===== config.mk =====
export PLATFORM = sky130hd
export DESIGN_NAME = host_regbank_seg
export DESIGN_NICKNAME = d
export VERILOG_FILES = /design/src/rtl/host_itf_pkg.sv /design/src/rtl/seg_scan.sv /design/src/rtl/host_regbank_seg.sv
export SDC_FILE = /design/constraint.sdc
export NUM_CORES = 1
export LEC_CHECK = 0
export BUFFER_PORTS_ARGS = -buffer_cell sky130_fd_sc_hd__buf_2
export CORE_MARGIN = 2
export CORE_UTILIZATION = 35
export CTS_BUF_LIST = sky130_fd_sc_hd__clkbuf_16
export CTS_CLUSTER_SIZE = 24
export DETAILED_ROUTE_END_ITERATION = 7
export PLACE_DENSITY = 0.62
export SYNTH_ARGS = -nofsm -noshare
export SYNTH_HDL_FRONTEND = slang
export SYNTH_HIERARCHICAL = 1
export SYNTH_SLANG_ARGS = --single-unit
export TNS_END_PERCENT = 50

===== constraint.sdc =====
create_clock -name clk -period 4.14 [get_ports clk]
set_input_delay 0.414 -clock clk [delete_from_list [all_inputs] [get_ports clk]]
set_output_delay 0.414 -clock clk [all_outputs]
set_load 0.05 [all_outputs]

===== src/rtl/host_itf_pkg.sv =====
// host_itf_pkg: host bus address map, display source encodings and hex-to-segment lookup
package host_itf_pkg;
    localparam logic [19:0] DEF_CMD_ADDR    = 20'h01000;
    localparam logic [19:0] DEF_STATUS_ADDR = 20'h01002;
    localparam logic [19:0] DEF_DISP_ADDR   = 20'h01004;
    localparam logic [19:0] DEF_RES_ADDR    = 20'h02000;

    typedef enum logic [1:0] {SRC_ACC, SRC_POW, SRC_REG, SRC_BLANK} src_e;

    // segments ordered {a,b,c,d,e,f,g}
    function automatic logic [6:0] hex7(input logic [3:0] n);
        case (n)
            4'h0: return 7'b1111110;
            4'h1: return 7'b0110000;
            4'h2: return 7'b1101101;
            4'h3: return 7'b1111001;
            4'h4: return 7'b0110011;
            4'h5: return 7'b1011011;
            4'h6: return 7'b1011111;
            4'h7: return 7'b1110000;
            4'h8: return 7'b1111111;
            4'h9: return 7'b1111011;
            4'hA: return 7'b1110111;
            4'hB: return 7'b0011111;
            4'hC: return 7'b1001110;
            4'hD: return 7'b0111101;
            4'hE: return 7'b1001111;
            default: return 7'b1000111;
        endcase
    endfunction
endpackage


===== src/rtl/seg_scan.sv =====
// seg_scan: clock-enabled multiplexed 7-segment scanner over a 64-bit nibble source
module seg_scan
    import host_itf_pkg::*;
#(
    parameter int NUM_DIGITS = 6,
    parameter int SEG_DIV    = 25000
) (
    input  logic                  clk,
    input  logic                  rst,
    input  logic [63:0]           i_src,
    input  logic [3:0]            i_off,
    input  logic                  i_blank,
    output logic [NUM_DIGITS-1:0] o_com,
    output logic [7:0]            o_data
);
    localparam int CW = $clog2(SEG_DIV + 1);
    localparam int DW = NUM_DIGITS > 1 ? $clog2(NUM_DIGITS) : 1;

    logic [CW-1:0]         r_cnt;
    logic [DW-1:0]         r_dig;
    logic [NUM_DIGITS-1:0] r_com;
    logic [7:0]            r_data;
    logic                  w_tick;
    logic [3:0]            w_pos;
    logic [3:0]            w_nib;
    logic [NUM_DIGITS-1:0] w_com;

    assign w_tick = r_cnt == CW'(SEG_DIV - 1);
    // nibble position wraps modulo 16 through the 4-bit add
    assign w_pos  = i_off + 4'(r_dig);
    assign w_nib  = i_src[{w_pos, 2'b00} +: 4];
    assign w_com  = ~(NUM_DIGITS'(1) << (DW'(NUM_DIGITS - 1) - r_dig));
    assign o_com  = r_com;
    assign o_data = r_data;

    always_ff @(posedge clk) begin
        if (rst) begin
            r_cnt  <= '0;
            r_dig  <= '0;
            r_com  <= '1;
            r_data <= '0;
        end else begin
            r_cnt <= w_tick ? '0 : r_cnt + CW'(1);
            if (w_tick) begin
                r_dig  <= r_dig == DW'(NUM_DIGITS - 1) ? '0 : r_dig + DW'(1);
                r_com  <= i_blank ? '1 : w_com;
                r_data <= i_blank ? 8'h00 : {hex7(w_nib), 1'b0};
            end
        end
    end
endmodule


===== src/rtl/host_regbank_seg.sv =====
// host_regbank_seg: synchronised host-bus register bank with readback, command pulse and hex display
module host_regbank_seg
    import host_itf_pkg::*;
#(
    parameter int          NUM_REGS    = 24,
    parameter int          NUM_DIGITS  = 6,
    parameter int          SEG_DIV     = 25000,
    parameter logic [19:0] CMD_ADDR    = DEF_CMD_ADDR,
    parameter logic [19:0] STATUS_ADDR = DEF_STATUS_ADDR,
    parameter logic [19:0] DISP_ADDR   = DEF_DISP_ADDR,
    parameter logic [19:0] RES_ADDR    = DEF_RES_ADDR
) (
    input  logic                     clk,
    input  logic                     RESET,
    input  logic                     HOST_nCS,
    input  logic                     HOST_nWE,
    input  logic                     HOST_nOE,
    input  logic [20:0]              HOST_ADD,
    input  logic [15:0]              HDI,
    output logic [15:0]              HDO,
    input  logic [3:0]               proc_status,
    input  logic [63:0]              proc_acc_dout,
    input  logic [63:0]              proc_pow_acc_dout,
    output logic [NUM_REGS*16-1:0]   regs_flat,
    output logic [3:0]               proc_cmd,
    output logic                     cmd_start,
    output logic [NUM_DIGITS-1:0]    SEG_COM,
    output logic [7:0]               SEG_DATA
);
    localparam int IW = NUM_REGS > 1 ? $clog2(NUM_REGS) : 1;

    logic [1:0]    r_cs, r_we, r_oe;
    logic          r_wr_prev;
    logic [15:0]   r_regs [NUM_REGS];
    logic [3:0]    r_cmd;
    logic          r_start;
    logic [6:0]    r_disp;
    logic [15:0]   r_hdo;
    logic          w_wr, w_rd, w_commit, w_map, w_gen, w_cmd, w_stat, w_disp, w_res, w_blank;
    logic [18:0]   w_a;
    logic [IW-1:0] w_idx;
    logic [63:0]   w_res64, w_regsrc, w_src;
    logic [15:0]   w_rdata;
    src_e          w_sel;
    logic          w_unused;

    assign w_wr     = ~r_cs[1] & ~r_we[1] & r_oe[1];
    assign w_rd     = ~r_cs[1] & ~r_oe[1];
    assign w_commit = w_wr & ~r_wr_prev;
    assign w_a      = HOST_ADD[19:1];
    assign w_unused = HOST_ADD[0];
    assign w_map    = ~HOST_ADD[20];
    assign w_idx    = w_a[IW-1:0];
    assign w_gen    = w_map && ({13'b0, w_a} < NUM_REGS);
    assign w_cmd    = w_map && w_a == CMD_ADDR[19:1];
    assign w_stat   = w_map && w_a == STATUS_ADDR[19:1];
    assign w_disp   = w_map && w_a == DISP_ADDR[19:1];
    assign w_res    = w_map && w_a[18:3] == RES_ADDR[19:4];
    assign w_res64  = w_a[2] ? proc_pow_acc_dout : proc_acc_dout;
    assign w_rdata  = w_gen  ? r_regs[w_idx] :
                      w_cmd  ? {12'b0, r_cmd} :
                      w_stat ? {12'b0, proc_status} :
                      w_disp ? {9'b0, r_disp} :
                      w_res  ? w_res64[{w_a[1:0], 4'b0000} +: 16] : 16'h0000;

    for (genvar g = 0; g < NUM_REGS; g++) begin : g_flat
        assign regs_flat[16*g +: 16] = r_regs[g];
    end

    // register-window display source tolerates banks with fewer than 4 registers
    for (genvar g = 0; g < 4; g++) begin : g_src
        if (g < NUM_REGS) begin : g_on
            assign w_regsrc[16*g +: 16] = r_regs[g];
        end else begin : g_off
            assign w_regsrc[16*g +: 16] = 16'h0000;
        end
    end

    assign w_sel   = src_e'(r_disp[1:0]);
    assign w_src   = w_sel == SRC_ACC ? proc_acc_dout : w_sel == SRC_POW ? proc_pow_acc_dout : w_regsrc;
    assign w_blank = r_disp[6] | (w_sel == SRC_BLANK);

    assign HDO       = r_hdo;
    assign proc_cmd  = r_cmd;
    assign cmd_start = r_start;

    always_ff @(posedge clk) begin
        if (RESET) begin
            r_cs      <= '1;
            r_we      <= '1;
            r_oe      <= '1;
            r_wr_prev <= 1'b0;
            r_regs    <= '{default: '0};
            r_cmd     <= '0;
            r_start   <= 1'b0;
            r_disp    <= '0;
            r_hdo     <= '0;
        end else begin
            r_cs      <= {r_cs[0], HOST_nCS};
            r_we      <= {r_we[0], HOST_nWE};
            r_oe      <= {r_oe[0], HOST_nOE};
            r_wr_prev <= w_wr;
            r_start   <= w_commit & w_cmd & HDI[0];
            if (w_rd) r_hdo <= w_rdata;
            if (w_commit && w_gen) r_regs[w_idx] <= HDI;
            if (w_commit && w_cmd) r_cmd <= HDI[3:0];
            if (w_commit && w_disp) r_disp <= HDI[6:0];
        end
    end

    seg_scan #(
        .NUM_DIGITS (NUM_DIGITS),
        .SEG_DIV    (SEG_DIV)
    ) u_scan (
        .clk     (clk),
        .rst     (RESET),
        .i_src   (w_src),
        .i_off   (r_disp[5:2]),
        .i_blank (w_blank),
        .o_com   (SEG_COM),
        .o_data  (SEG_DATA)
    );
endmodule


Yosys cells after proc, flatten, opt, wreduce, memory -nomap -nowiden
Memories as Yosys holds them, arrays and structs flattened.
Cells that the tools add are included.
{"block": "classes", "addsub": 4, "order_cmp": 3, "n_eq_ne": 8, "shift": 3, "n_mux": 17, "bitwise_logic": 14, "reduce_logical": 11}
{"cell": "384-bit bitwise mux", "n": 1}
{"cell": "64-bit two-way mux", "n": 3}
{"cell": "16-bit two-way mux", "n": 8}
{"cell": "16-bit binary-select mux with 5-bit select", "n": 1}
{"cell": "16-bit demux with 5-bit select", "n": 1}
{"cell": "64-bit by 7-bit indexed part select with 16-bit output", "n": 1}
{"cell": "64-bit by 7-bit indexed part select with 4-bit output", "n": 1}
{"cell": "19-bit by 12-bit == test with 1-bit output, second input constant", "n": 3}
{"cell": "19-bit by 5-bit < comparator with 1-bit output, second input constant", "n": 1}
{"cell": "16-bit by 10-bit == test with 1-bit output, second input constant", "n": 1}
{"cell": "15-bit by 1-bit adder with 15-bit output, second input constant", "n": 1}
{"cell": "15-bit == test, second input constant", "n": 1}
{"cell": "1-bit logical AND", "n": 9}
{"cell": "8-bit two-way mux", "n": 1}
{"cell": "1-bit bitwise AND", "n": 6}
{"cell": "6-bit >= comparator, second input constant", "n": 1}
{"cell": "6-bit by 1-bit < comparator with 1-bit output, second input constant", "n": 1}
{"cell": "6-bit two-way mux", "n": 1}
{"cell": "5-bit NOT with 6-bit output", "n": 1}
{"cell": "6-bit NOT", "n": 1}
{"cell": "1-bit by 3-bit << shifter with 6-bit output, first input constant", "n": 1}
{"cell": "1-bit NOT", "n": 5}
{"cell": "4-bit by 3-bit adder with 4-bit output", "n": 1}
{"cell": "3-bit by 1-bit adder with 3-bit output, second input constant", "n": 1}
{"cell": "8 further kinds", "n": 8}
{"block": "totals", "register_bits": 451, "mem_bits_ro": 112, "in_bits": 174, "wordCells": 97, "n_memories": 1}
{"memory": "(name not given)", "depth": 16, "word_bits": 7, "rd": 1, "rd_ports_with_merged_regs": 0, "wr": 0, "line": "host_itf_pkg.sv:12", "source": "case (n)"}

Longest topological paths before layout
Gate-level depths: netlist (run 1).
{"block": "depth", "word_depth": 7, "ltp_mapped": 13, "ltp_nobuf": 10}

By module
Netlist (run 1), hierarchy kept.
{"mod": "host_regbank_seg", "n_inst": 1, "cells_each": 2456, "area_each_um2": 20480.9}
{"mod": "seg_scan", "n_inst": 1, "cells_each": 212, "area_each_um2": 2153.3}

Least setup slack after synthesis (run 1)
No wires, ideal clock.
{"block": "synth_path", "path_kind": "flip-flop to flip-flop", "start": "register r_disp[0]", "end": "register u_scan.r_data[1] (netlist: u_scan/o_data[1])", "arrival_time_ns": 3.309, "t_required_ns": 4.082, "path_slack_ns": 0.772, "path_stages_with_launch": 12, "path_buffers": 3, "synth_period_minus_slack_ns": 3.368, "path_cell_list": "dfxtp_1 > clkbuf_1 > buf_1 > clkbuf_1 > mux2i_1 > o21ai_0 > mux4_1 > mux2_2 > mux2i_1 > mux2_2 > a221oi_1 > a21o_1"}
{"block": "synth_between", "elab_chain_cells": 6}
{"item": "from (decl)", "line": "host_regbank_seg.sv:37", "source": "logic [6:0] r_disp;"}
{"item": "from (signal assigned)", "line": "host_regbank_seg.sv:107", "source": "if (w_commit && w_disp) r_disp <= HDI[6:0];"}
{"item": "2-bit by 1-bit == test with 1-bit output", "line": "host_regbank_seg.sv:80", "source": "assign w_src = w_sel == SRC_ACC ? proc_acc_dout : w_sel == SRC_POW ? proc_pow_acc_dout : w_regsrc;"}
{"item": "64-bit two-way mux", "line": "host_regbank_seg.sv:80"}
{"item": "64-bit two-way mux (*)", "line": "host_regbank_seg.sv:80"}
{"item": "net w_src[54]", "line": "host_regbank_seg.sv:42", "source": "logic [63:0] w_res64, w_regsrc, w_src;"}
{"item": "64-bit by 7-bit indexed part select with 4-bit output (*)", "line": "seg_scan.sv:31", "source": "assign w_nib = i_src[{w_pos, 2'b00} +: 4];"}
{"item": "memory 16 x 7 bit (*)"}
{"item": "8-bit two-way mux (*)", "line": "seg_scan.sv:47", "source": "r_data <= i_blank ? 8'h00 : {hex7(w_nib), 1'b0};"}
{"item": "to (signal assigned)", "line": "seg_scan.sv:47"}
{"item": "to (decl)", "line": "seg_scan.sv:22", "source": "logic [7:0] r_data;"}
The timed path passes the listed nets; every way through them passes the cells marked *.
A chain may end at the register's enable or synchronous reset.

Worst setup path in the final report (run 1)
{"block": "layout_path", "start": "register u_scan.r_dig[0]", "end": "register u_scan.r_data[1] (netlist: u_scan/o_data[1])"}
{"block": "layout_between", "elab_chain_cells": 4}
{"item": "from (decl)", "line": "seg_scan.sv:20", "source": "logic [DW-1:0] r_dig;"}
{"item": "from (signal assigned)", "line": "seg_scan.sv:45", "source": "r_dig <= r_dig == DW'(NUM_DIGITS - 1) ? '0 : r_dig + DW'(1);"}
{"item": "4-bit by 3-bit adder with 4-bit output", "line": "seg_scan.sv:30", "source": "assign w_pos = i_off + 4'(r_dig);"}
{"item": "64-bit by 7-bit indexed part select with 4-bit output", "line": "seg_scan.sv:31"}
{"item": "memory 16 x 7 bit"}
{"item": "8-bit two-way mux", "line": "seg_scan.sv:47"}
No other way between the ends.

==> results of run 1 <==
-- Yosys cell counts (10+ instances only) --
library cell	number	area share (%)
nand2_1	872	14
dfxtp_1	450	40
a21oi_1	410	9.1
clkbuf_1	162	2.7
mux2i_1	144	6.4
mux4_2	118	12
o21ai_0	81	1.8
nor2_1	70	1.2
buf_2	45	1.0
a22oi_1	26	0.86
nand4_1	26	0.72
o22ai_1	24	0.66
nor4_4	18	1.7
buf_1	16	0.27
nand2b_1	13	0.36
nor3_1	13	0.29
o211ai_1	13	0.43
ha_1	12	0.66
nand3_1	12	0.27
or2_2	12	0.33
inv_1	10	0.17
-- cell usage in the layout (no fill, tap or decap), types with 4 or more instances in the layout --
| cell | count |
|---|---|
| nor4_4 | 25 |
| clkinv_1 | 6 |
| inv_1 | 25 |
| or2_2 | 12 |
| clkbuf_16 | 51 |
| clkinv_2 | 6 |
| buf_4 | 87 |
| o211ai_1 | 13 |
| nor3_1 | 13 |
| mux4_2 | 118 |
| o221ai_1 | 5 |
| mux2_2 | 7 |
| and2_1 | 5 |
| buf_12 | 4 |
| a211oi_1 | 8 |
| a22oi_1 | 26 |
| nor2b_1 | 7 |
| o21ai_0 | 81 |
| clkinv_4 | 4 |
| xor2_1 | 8 |
| nand4_1 | 26 |
| nand2b_1 | 13 |
| buf_2 | 587 |
| mux4_1 | 6 |
| ha_1 | 12 |
| and3_1 | 6 |
| nor2_1 | 69 |
| or3_1 | 5 |
| nand3_1 | 12 |
| nand2_1 | 872 |
| dfxtp_1 | 448 |
| mux2i_1 | 144 |
| xnor2_1 | 7 |
| o22ai_1 | 24 |
| diode_2 | 4 |
| a21oi_1 | 410 |
-- critical path, stage by stage, from the launching register on --
cell and delay, ns:
dfxtp_1 0.37, ha_1 0.24, fa_1 0.87, mux4_2 0.40, mux2i_1 0.27, mux2_2 0.32
inv_1 0.10, ha_1 0.25, mux2_2 0.27, a221oi_1 0.28, a21o_1 0.12
-- stage by stage --
stage	worst slack, ns	area, um2	instances	hold WS [ns]	power (W)
floorplan	0.772	22600	2668	0.389	0.00483
global placement	0.667	26500	3975	0.395	0.00515
detailed placement	0.633	26500	3975	0.399	0.00514
CTS	0.633	28100	4066	0.00536	0.00948
global route	0.472	28200	4069	0.00910	0.00971
finish	0.595	28200	4070	0.0360	0.00944
-- area by class of cell --
cell class	count	area [um2]
fillers	6403	36100
multi-input cells	1979	12700
flip-flops and latches	450	9020
repair buffers	683	3730
clock buffers	51	1280
well taps	855	1070
clock inverters	38	310
inverters	10	37.5
diodes	4	10.0
-- registers in the layout, summed over array words and instances (netlist names) --
| signal | flops |
|---|---|
| regs_flat | 384 |
| HDO | 16 |
| u_scan/r_cnt | 15 |
| r_disp | 7 |
| u_scan/o_data | 7 |
| u_scan/o_com | 6 |
| proc_cmd | 4 |
| u_scan/r_dig | 3 |
| r_cs | 2 |
| r_oe | 2 |
| r_we | 2 |
| cmd_start | 1 |
| r_wr_prev | 1 |
-- layer usage --
| metal | up-vias | track usage, % | routed length, um |
|---|---|---|---|
| li1 | 10300 | - | - |
| met1 | 11100 | 40.2 | 42700 |
| met2 | 1338 | 50.5 | 50800 |
| met3 | 199 | 7.90 | 11100 |
| met4 | 2 | 11.4 | 4390 |
| met5 | - | 0 | 11 |
-- cell families after synthesis --
| kind of cell | share of synthesized area (%) |
|---|---|
| other | 0.0166 |
| buffers and inverters | 4.36 |
| adder cells (fa/ha/maj) | 0.752 |
| XOR/XNOR | 0.652 |
| AND/OR/NAND/NOR | 21.1 |
| flip-flops | 39.8 |
| AO/OA/AOI/OAI | 14.1 |
| multiplexers | 19.2 |
-- power groups by stage --
stage | clock network [W] | registers [W] | logic, W
2_1_floorplan | 0 | 0.00444 | 0.000391
3_3_place_gp | 0 | 0.00444 | 0.000710
3_5_place_dp | 0 | 0.00444 | 0.000708
4_1_cts | 0.00443 | 0.00434 | 0.000711
5_1_grt | 0.00462 | 0.00434 | 0.000752
6_report | 0.00437 | 0.00434 | 0.000721
-- path summary, 6_finish.rpt --
kind,endpoint,slack (ns),depth (start not counted)
max reg2reg,u_scan/o_data[1]$_SDFFE_PP0P_,0.60,10
min,r_cs[0]$_SDFF_PP1_,0.04,2
max,u_scan/o_data[1]$_SDFFE_PP0P_,0.60,10
min reg2reg,r_we[1]$_SDFF_PP1_,0.41,1
==> reports/results.ini, run 1 <==
[run_status]
run_status=finished clean

[floorplan]
fp.dieW_um=258
rows=93
die_area_um2=66700
die_y_um=258
core_area_um2=64200
initial_core_util_pct=35.2
ios=593

[worst_setup_path]
crit_start=u_scan/r_dig[0]$_SDFFE_PP0P_
worstPathRequired_ns=4.67
cp-end-kind=flop
cp_max_fo=10
reg2reg_from=u_scan/r_dig[0]$_SDFFE_PP0P_
crit_path_start_kind=flop
arrival_ns=4.07
critical_path_class=reg -> reg

[synth]
yosys_register_bits=450
ys_warn_count=6
syn_inst=2668
syn_nets=2855
ys_seq_area_share_pct=39.8
ys_types=61
synth_edf_count=0
ys.flop_type=dfxtp_1
synth.avg_cell_area_um2=8.48
synthesis.area_um2=22600
synthArstFlopShare_pct=0

[placement]
hpwlAfterDp_mm=78.4
place_congestion=0.956
portBuffers=590

[route]
avgViaCountPerCell=5.64
first_iter_violations=2700
drt-pass1-iter-count=5
drcViolationCount=0
antenna_left=0
wl_mm=109
vias=22900
wire_per_inst_um=26.8

[pwr]
leakage_nw=11.0
power_density_nw_per_um2=335
sw_frac_of_total_pct=25.7
clkPwrFrac_pct=46.4
p_switching_w=0.00243
pwr-share-seq_pct=46.0
vdd_drop_max_uv=301
combinationalPowerShare_pct=7.6
cell_internal_pwr_w=0.00701

[sta]
fin_crit_sh_pct=85.6
slew_viol_final=0
rsz0062_at_grt=no
max_freq_mhz=282
worst_pin_slew_ns=1.10
maxSlewHeadroom_pct=26.0
fin_crit_ns=3.54
final_hold_viol_count=0
setup_viol_count_final=0
fin_skew_ns=0.0420
tns_ns=0

[global_route]
grt_pass1_vias=20900
grt_antenna_before_repair=8
grtUsageTotal_pct=31.2
grt.overflow.total=0
grt_max_degree=188
grt_pass1_wl_mm=152

[layout]
nets=3362
finish.utilization_pct=43.8
layout-drive-gt1-share_pct=28.8
synthToLayoutAreaGrowth_pct=24.4

[clocking]
clk_latency_ns=0.62
cts.path.max_buffers=3
clock_sinks=450
root_buffer=clkbuf_16
clkTransAtPathRegs_ns=0.06
cts_resized=0
post_cts_buffers=0
cts_buffers=51
cts_tree=built
ctsHoldBuffers=2
cts_max_level=2

[hold_path]
min_from=HOST_nCS
hp-class=in -> reg

[job]
drv_cap=0

No activity file was read; power rests on OpenSTA's default activity.
==> inputs of run 2 (changes only) <==
- clock period: 4.14 -> 4.25 ns (I/O delays scaled with it)
==> reports/results.ini, run 2 (synthesis gave the netlist of run 1 again) <==
[run_status]
run_status=finished clean

[pwr]
clkPwrFrac_pct=47.0
cell_internal_pwr_w=0.00696
vdd_drop_max_uv=277
p_switching_w=0.00235
sw_frac_of_total_pct=25.2
leakage_nw=11.0
power_density_nw_per_um2=330
combinationalPowerShare_pct=7.5
fin_total_pwr_w=0.00930
pwr-share-seq_pct=45.4

[global_route]
grt_antenna_before_repair=4
grtUsageTotal_pct=30.9
grt_pass1_vias=21100
use_met1_pct=40.3
grt_max_degree=155
use_met2_pct=49.8
grt.overflow.total=0
grt_pass1_wl_mm=152
top_usage_layer=met2
grtUsageMet3_pct=6.58

[clocking]
root_buffer=clkbuf_16
cts.path.max_buffers=3
cts_tree=built
post_cts_buffers=0
clk_latency_ns=0.61
cts_resized=0
cts_max_level=2
clock_sinks=450
cts_buffers=48
clkTransAtPathRegs_ns=0.06

[worst_setup_path]
crit_path_start_kind=flop
cp-end-kind=flop
cp_max_fo=9
worstPathRequired_ns=4.79
arrival_ns=4.04
critical_path_class=reg -> reg
r2r_slack_ns=0.75

[placement]
pre_cts_ws_ns=0.786
dp_cells=3973
place_congestion=0.972
hpwlAfterDp_mm=78.1
portBuffers=590

[route]
antenna_left=0
wire_per_inst_um=26.5
first_iter_violations=2661
drt-pass1-iter-count=6
vias=22900
wl_mm=108
avgViaCountPerCell=5.64
drcViolationCount=0

[floorplan]
rows=93
die_y_um=258
die_area_um2=66700
initial_core_util_pct=35.2
fp.dieW_um=258
ios=593
core_area_um2=64200

[sta]
maxSlewHeadroom_pct=31.2
setup_viol_count_final=0
final_hold_viol_count=0
fin_crit_ns=3.50
max_freq_mhz=285
slew_viol_final=0
worst_pin_slew_ns=1.02
tns_ns=0
worst_slack_ns=0.745
fin_crit_sh_pct=82.5
rsz0062_at_grt=no
fin_skew_ns=0.0183

[layout]
synthToLayoutAreaGrowth_pct=24.6
final_cells=4064
fillCellCount=6386
layout_commonest_cell=nand2_1
layout-drive-gt1-share_pct=28.8
largest_reg_flops=384
nets=3357
layout_common_cells=nand2_1, buf_2, dfxtp_1

[hold_path]
hp-class=in -> reg

[job]
drv_cap=0

-- run 2: cell count changes in the layout (fill, tap and decap cells not counted), sizes merged, moves of 3 or more --
cell    previous run  this run
clkinv            18        22
diode              4         1
inv               26        18
bufinv             3         7
clkbuf            51        48
-- run 2: layout make-up --
type	count	area [um2]	area share [%]
Clock buffer	48	1200	4.26
Clock inverter	40	427	1.51
Timing Repair Buffer	681	3740	13.3
Tap cell	855	1070	3.79
Antenna cell	1	2.50	0.00887
Sequential cell	450	9020	32.0
Inverter	10	37.5	0.133
Multi-Input combinational cell	1979	12700	45.1
-- run 2: through the flow --
| step | cell area [um2] | hold WS, ns | utilization (%) |
|---|---|---|---|
| floorplan | 22600 | 0.389 | - |
| global placement | 26600 | 0.394 | 41.3 |
| detailed placement | 26600 | 0.399 | 41.3 |
| CTS | 28200 | 0.00556 | 43.9 |
| global route | 28200 | 0.0182 | 43.9 |
| finish | 28200 | 0.0365 | 43.9 |
-- run 2: path summary, 6_finish.rpt --
path / from / end / cells after the start
worst min-delay path: HOST_nCS / r_cs[0]$_SDFF_PP1_ / 2
worst max-delay path: u_scan/r_dig[0]$_SDFFE_PP0P_ / u_scan/o_data[1]$_SDFFE_PP0P_ / 10
worst min register to register: r_oe[0]$_SDFF_PP1_ / r_oe[1]$_SDFF_PP1_ / 1
worst max register to register: u_scan/r_dig[0]$_SDFFE_PP0P_ / u_scan/o_data[1]$_SDFFE_PP0P_ / 10
-- run 2: timing repair --
item	in CTS	in global routing
endpoints found under the setup margin	0	0
endpoints found under the hold margin	2	0
hold buffers	2	0
-- run 2: metal layers --
layer	vias to the layer above	share of wire [%]
met4	6	4.3
met5	-	0.035
met2	1239	47
met1	11200	40
met3	203	9.2
li1	10300	-
-- run 2: worst max-delay path, stage by stage (launching register included) --
cell and delay (ns):
dfxtp_1 0.37, ha_1 0.23, fa_1 0.80, mux4_2 0.37
mux2i_1 0.31, mux2_2 0.35, inv_1 0.12, ha_1 0.26
mux2_2 0.28, a221oi_1 0.25, a21o_1 0.11
-- run 2: power groups by stage --
stage	clock [W]	combinational (W)	sequential [W]
2_1_floorplan	0	0.000381	0.00433
3_3_place_gp	0	0.000691	0.00432
3_5_place_dp	0	0.000690	0.00432
4_1_cts	0.00443	0.000694	0.00423
5_1_grt	0.00460	0.000730	0.00423
6_report	0.00438	0.000701	0.00423
